[src/rtl/triangle_wireframe.sv]
// Bresenham wireframe rasterizer: walks V1->V2->V3->V1, one pixel per handshake.
// Define WIRE_CLIP_EN to suppress pixels outside the WIDTH x HEIGHT screen.
module triangle_wireframe #(
  parameter int FRAC_BITS = 8,
  parameter int WIDTH     = 640,
  parameter int HEIGHT    = 480
) (
  input  logic             Clk,
  input  logic             Reset_n,
  input  logic [1:0][15:0] V1,
  input  logic [1:0][15:0] V2,
  input  logic [1:0][15:0] V3,
  input  logic             in_valid,
  output logic             in_ready,
  output logic [15:0]      pix_x,
  output logic [15:0]      pix_y,
  output logic             pix_valid,
  input  logic             pix_ready,
  output logic             busy,
  output logic             done
);

  typedef enum logic [1:0] {IDLE, LOAD, STEP, DONE} state_t;

`ifdef WIRE_CLIP_EN
  localparam bit CLIP = 1'b1;
`else
  localparam bit CLIP = 1'b0;
`endif

  localparam int HS = (FRAC_BITS > 0) ? FRAC_BITS - 1 : 0;
  localparam logic [16:0] HALF = (FRAC_BITS > 0) ? (17'd1 << HS) : 17'd0;
  localparam logic signed [15:0] XMAX = 16'(WIDTH - 1);
  localparam logic signed [15:0] YMAX = 16'(HEIGHT - 1);

  function automatic logic [15:0] to_int(input logic [15:0] v);
    logic signed [16:0] s;
    s = $signed({v[15], v}) + $signed(HALF);
    s = s >>> FRAC_BITS;
    return s[15:0];
  endfunction

  state_t state, state_n;

  logic [1:0][15:0] v1_q, v2_q, v3_q;
  logic [15:0] cur_x, cur_y, end_x, end_y;
  logic [16:0] dx, dy;
  logic [17:0] err;
  logic        sx_neg, sy_neg, one_shot;
  logic [1:0]  edge_idx;

  logic [15:0] c1x, c1y, c2x, c2y, c3x, c3y;
  logic [15:0] x0, y0, x1, y1;
  logic [16:0] dxs, dys, dx_abs, dy_neg;
  logic [17:0] err_ld, err_n;
  logic signed [18:0] e2;
  logic        step_x, step_y, degen;
  logic [15:0] nx, ny;
  logic        at_end, out_free, oob, off, adv, load_out;

  assign c1x = to_int(v1_q[0]);
  assign c1y = to_int(v1_q[1]);
  assign c2x = to_int(v2_q[0]);
  assign c2y = to_int(v2_q[1]);
  assign c3x = to_int(v3_q[0]);
  assign c3y = to_int(v3_q[1]);
  assign degen = (c1x == c2x) && (c1y == c2y)
              && (c1x == c3x) && (c1y == c3y);

  always_comb begin
    x0 = c1x; y0 = c1y; x1 = c2x; y1 = c2y;
    unique case (edge_idx)
      2'd1: begin x0 = c2x; y0 = c2y; x1 = c3x; y1 = c3y; end
      2'd2: begin x0 = c3x; y0 = c3y; x1 = c1x; y1 = c1y; end
      default: ;
    endcase
  end

  assign dxs    = {x1[15], x1} - {x0[15], x0};
  assign dys    = {y1[15], y1} - {y0[15], y0};
  assign dx_abs = dxs[16] ? (~dxs + 17'd1) : dxs;
  assign dy_neg = dys[16] ? dys : (~dys + 17'd1);
  assign err_ld = {1'b0, dx_abs} + {dy_neg[16], dy_neg};

  // Both axis decisions share the same doubled error term.
  assign e2     = {err, 1'b0};
  assign step_x = e2 >= $signed({{2{dy[16]}}, dy});
  assign step_y = e2 <= $signed({2'b00, dx});
  assign err_n  = err + (step_x ? {dy[16], dy} : 18'd0)
                      + (step_y ? {1'b0, dx} : 18'd0);
  assign nx = cur_x + (step_x ? (sx_neg ? 16'hFFFF : 16'h0001) : 16'h0000);
  assign ny = cur_y + (step_y ? (sy_neg ? 16'hFFFF : 16'h0001) : 16'h0000);

  assign oob = ($signed(cur_x) < 0) || ($signed(cur_x) > XMAX)
            || ($signed(cur_y) < 0) || ($signed(cur_y) > YMAX);
  assign off      = CLIP && oob;
  assign at_end   = (cur_x == end_x) && (cur_y == end_y) && !one_shot;
  assign out_free = !pix_valid || pix_ready;
  assign adv      = (state == STEP) && !at_end && (off || out_free);
  assign load_out = adv && !off;

  always_ff @(posedge Clk or negedge Reset_n) begin
    if (!Reset_n) state <= IDLE;
    else          state <= state_n;
  end

  always_comb begin
    state_n  = state;
    in_ready = 1'b0;
    done     = 1'b0;
    unique case (state)
      IDLE: begin
        in_ready = 1'b1;
        if (in_valid) state_n = LOAD;
      end
      LOAD: state_n = STEP;
      STEP: begin
        if (at_end) begin
          if (edge_idx != 2'd2) state_n = LOAD;
          else if (out_free)    state_n = DONE;
        end else if (adv && !one_shot && nx == end_x && ny == end_y
                     && edge_idx != 2'd2) begin
          // Skip the idle compare cycle when the walk lands on the end point.
          state_n = LOAD;
        end
      end
      DONE: begin
        done    = 1'b1;
        state_n = IDLE;
      end
      default: state_n = IDLE;
    endcase
  end

  assign busy = (state != IDLE);

  always_ff @(posedge Clk or negedge Reset_n) begin
    if (!Reset_n) begin
      v1_q <= '0; v2_q <= '0; v3_q <= '0;
      cur_x <= '0; cur_y <= '0; end_x <= '0; end_y <= '0;
      dx <= '0; dy <= '0; err <= '0;
      sx_neg <= 1'b0; sy_neg <= 1'b0; one_shot <= 1'b0;
      edge_idx <= '0;
      pix_x <= '0; pix_y <= '0; pix_valid <= 1'b0;
    end else begin
      if (state == IDLE && in_valid) begin
        v1_q <= V1; v2_q <= V2; v3_q <= V3;
        edge_idx <= 2'd0;
      end
      if (state == LOAD) begin
        cur_x <= x0; cur_y <= y0; end_x <= x1; end_y <= y1;
        dx <= dx_abs; dy <= dy_neg; err <= err_ld;
        sx_neg <= dxs[16]; sy_neg <= dys[16];
        one_shot <= (edge_idx == 2'd0) && degen;
      end
      if (adv) begin
        if (one_shot) begin
          one_shot <= 1'b0;
        end else begin
          cur_x <= nx; cur_y <= ny; err <= err_n;
        end
      end
      if (state == STEP && state_n == LOAD) edge_idx <= edge_idx + 2'd1;
      if (load_out) begin
        pix_x <= cur_x; pix_y <= cur_y; pix_valid <= 1'b1;
      end else if (pix_ready) begin
        pix_valid <= 1'b0;
      end
    end
  end

endmodule

[config.mk]
export PLATFORM = sky130hd
export DESIGN_NAME = triangle_wireframe
export DESIGN_NICKNAME = d
export VERILOG_FILES = /design/src/rtl/triangle_wireframe.sv
export SDC_FILE = /design/constraint.sdc
export NUM_CORES = 1
export LEC_CHECK = 0
export ABC_AREA = 1
export BUFFER_PORTS_ARGS = -buffer_cell sky130_fd_sc_hd__buf_2
export CAP_MARGIN = 20
export CORE_MARGIN = 1
export CORE_UTILIZATION = 50
export DETAILED_ROUTE_END_ITERATION = 10
export PLACE_DENSITY = 0.75
export SETUP_SLACK_MARGIN = 0.15
export SLEW_MARGIN = 20
export SYNTH_ARGS = -nofsm -noshare
export SYNTH_HDL_FRONTEND = slang
export SYNTH_SLANG_ARGS = --single-unit
[constraint.sdc]
create_clock -name Clk -period 15.12 [get_ports Clk]
set_clock_uncertainty 0.05 [all_clocks]
set_input_delay 3.024 -clock Clk [delete_from_list [all_inputs] [get_ports Clk]]
set_output_delay 3.024 -clock Clk [all_outputs]
set_load 0.02 [all_outputs]
==> out/qor.txt <==
Worst-Margin Slew - 1.08 ns
CTS Root Cell - clkbuf_16
Slew Limit Fails - 0
Post-synthesis sequential area ratio - 29.8%
Area of the core - 32,500 µm²
Die Wd - 184 µm
Hpwl dp - 34,200 µm
Crit-path most repeated cell - inv_1
Antenna-violating nets left - 0
Internal - 867 µW
CP max FO - 36
Syn_area_per_cell - 7.09 µm²
Leak - 9.57 nW
Pre-antenna DRT Iters - 6
Worst EP arrival - 7.42 ns
Vias in the first global route - 14,470
CTS max path bufs - 2
First-pass GRT wire length - 73,100 µm
Switching power share of the total - 30.7%
Ys async rst share - 100%
FP Rows - 66
Initial Util - 50.8%
Post-route DRC - 0
Placer Congestion - 0.994
DR WL/cell - 15.7 µm
Main combinational cell family by area after synthesis - simple AND/OR/NAND/NOR gates
Tightest Hold Check Type - reg -> reg
Cell count after synthesis - 2,323
Number of synthesized flops with an enable pin - 0
Slew headroom - 27.4%
Tot Pwr - 1.25 mW
Final Cycle Share - 46.7%
Clk slew on worst S/H paths - 0.07 ns
Max cap viols - 0
Fin crit period - 7.07 ns
Layout cells sized above 1 - 8.98%
Final Hold Vio Count - 0
Top_reg_cell synth - dfrtp_1
Via-to-Cell Ratio - 5.51
Clk pwr share - 36.6%
CP Class - reg -> reg
YS warnings - 0
H-Tree Depth - 4
Setup_tns - 0 ns
Simple-gate share of the synthesized area - 26.7%
CTS sink count - 196
Die ar. - 33,700 µm²
CP Data Required Time - 15.47 ns
CTS tree - yes
CTS Hold Bufs - 0
Port Buffers - 93
Ports - 136
Pwr Density - 70.0 nW/µm²
Antenna diodes - 0
Resized cells post-CTS - 0
Initial antenna violation count - 0
WL final - 44,400 µm
Fin nets - 2,631
Post-CTS Repair Setup Buffers - 0
Dpl cells - 2,803
Net Count, Synth - 2,574
Area growth, synth to finish - 8.48%
CP Launch Type - flip-flop
Logic pwr share - 16.7%
Total GRT Usage - 27.3%
Final setup viols - 0
Grt ovf - 0
Via count - 15,615
Compound-cell area share of the yosys netlist - 15.2%
Chip Height - 184 µm
Post-synthesis adder-cell area fraction - 12.6%
Setup crit end kind - flip-flop
Synthesis-stage register bit count - 196
Clk_lat worst skew - 0.46 ns
Switching power - 384 µW
Detailed router's first-iteration violation count - 1,245
Synth Area in XOR/XNOR - 4.55%
RSZ-0062 raised after global routing - false
Fmax - 141 MHz
Flop pwr share - 46.7%
Post-Layout Cell Count - 2,835
CP max stage cell - clkinv_1
Status - complete, no violations
Total CTS buffers - 17
Yosys cell types - 63
Critical Path Max Stage Delay - 0.84 ns
Synth Cell Area - 16,500 µm²
Multiplexer share of the synthesized area - 2.25%
Largest net degree at the start of global routing - 88
Max IR drop VDD - 0.0836 mV
## routing by layer
| layer | track usage [%] | vias to the layer above | share of wire [%] |
|---|---|---|---|
| met5 | 0 | - | 0 |
| met2 | 44.0 | 483 | 46 |
| met3 | 3.17 | 74 | 5.5 |
| met1 | 37.7 | 7321 | 46 |
| li1 | - | 7737 | - |
| met4 | 9.73 | 0 | 2.8 |
## synth_stat cells, types with 7 or more instances
library cell  instances  area [µm²]
a21o_1                7        52.6
a21oi_1             128         641
a31oi_1              15        93.8
buf_2                12        60.1
clkbuf_1             44         165
dfrtp_1             196        4900
fa_1                 25         500
ha_1                126        1580
inv_1               314        1180
mux2_2               24         270
mux2i_1              10         100
nand2_1             612        2300
nand2_2              14        87.6
nand3_1             115         576
nand3_2               8        80.1
nand3b_1             12        90.1
nand4_1              37         231
nor2_1              200         751
nor3_1               18        90.1
o211ai_1             11        82.6
o21ai_0             201        1010
o221ai_1             19         166
o22ai_1              14        87.6
xnor2_1              39         342
xor2_1               41         359
## worst paths after layout
check                             from         to  slack, ns  cells past startpoint
min                          pix_x[12]  pix_x[12]       0.43                      2
max reg2reg                edge_idx[0]    err[17]       8.05                     33
max                        edge_idx[0]    err[17]       8.05                     33
min in group asynchronous      Reset_n   v2_q[25]       2.48                      1
max in group asynchronous      Reset_n  pix_y[11]      10.39                      3
min reg2reg                  pix_x[12]  pix_x[12]       0.43                      2
## state kept, by name, indices dropped and copies added, names as in the netlist
signal     flops
cur_x         16
cur_y         16
dx            17
dy            17
edge_idx       2
end_x          9
end_y          9
err           18
one_shot       1
pix_valid      1
pix_x         16
pix_y         16
state          2
sx_neg         1
sy_neg         1
v1_q          18
v2_q          18
v3_q          18
## worst max-delay path, delay by kind of cell, from the launching register on
family | cells | cell delay [ns]
and+or+nand+nor | 10 | 0.85
AOI/OAI and AO/OA | 11 | 2.22
xor gates and xnor gates | 1 | 0.19
DFF | 1 | 0.41
adders and majority gates | 5 | 1.80
buffers and inverters | 6 | 1.48
## cell families (layout without fill, tap and decap cells)
| kind of cell | count (synthesis) | after routing |
|---|---|---|
| flip-flops | 196 | 196 |
| adder cells (fa/ha/maj) | 151 | 151 |
| buffers and inverters | 383 | 453 |
| multiplexers | 34 | 34 |
| AO/OA/AOI/OAI | 434 | 434 |
| XOR/XNOR | 83 | 83 |
| AND/OR/NAND/NOR | 1042 | 1042 |
## area by class of cell
cell class                 instances  area, µm²
timing repair buffer             101        534
sequential                       196       4900
clock buffer                      21        470
clock inverter                    11        100
inverter                         320       1200
fill                            3165      14600
tap                              442        553
multi-input combinational       1744      10100
## cells in the final DEF (no fill, tap or decap), types with 11 or more instances in the layout
cell type | synthesis | layout
nand2_1 | 612 | 610
inv_1 | 314 | 313
o21ai_0 | 201 | 201
nor2_1 | 200 | 200
dfrtp_1 | 196 | 196
a21oi_1 | 128 | 128
ha_1 | 126 | 125
nand3_1 | 115 | 115
buf_2 | 12 | 92
xor2_1 | 41 | 41
xnor2_1 | 39 | 39
nand4_1 | 37 | 37
fa_1 | 25 | 25
mux2_2 | 24 | 24
o221ai_1 | 19 | 19
nor3_1 | 18 | 18
clkbuf_16 | 0 | 17
nand2_2 | 14 | 16
a31oi_1 | 15 | 15
o22ai_1 | 14 | 14
nand3b_1 | 12 | 12
o211ai_1 | 11 | 11
## power groups by stage
stage	Combinational, mW	Sequential (mW)	Clock, mW
after CTS	0.210	0.584	0.467
after detailed placement	0.208	0.595	0
final	0.209	0.584	0.458
after global placement	0.205	0.593	0
after global routing	0.238	0.588	0.487
after floorplan	0.122	0.603	0
## per-stage QoR
stage               hold slack, ns  setup slack, ns  cell area (µm²)  utilization (%)
floorplan                    0.420             9.75            16500                -
global placement             0.407             8.35            17300             53.3
detailed placement           0.411             8.22            17300             53.3
CTS                          0.430             8.18            17900             55.1
global route                 0.444             7.55            17900             55.1
finish                       0.429             8.05            17900             55.1
No activity file was read; power rests on OpenSTA's default activity.
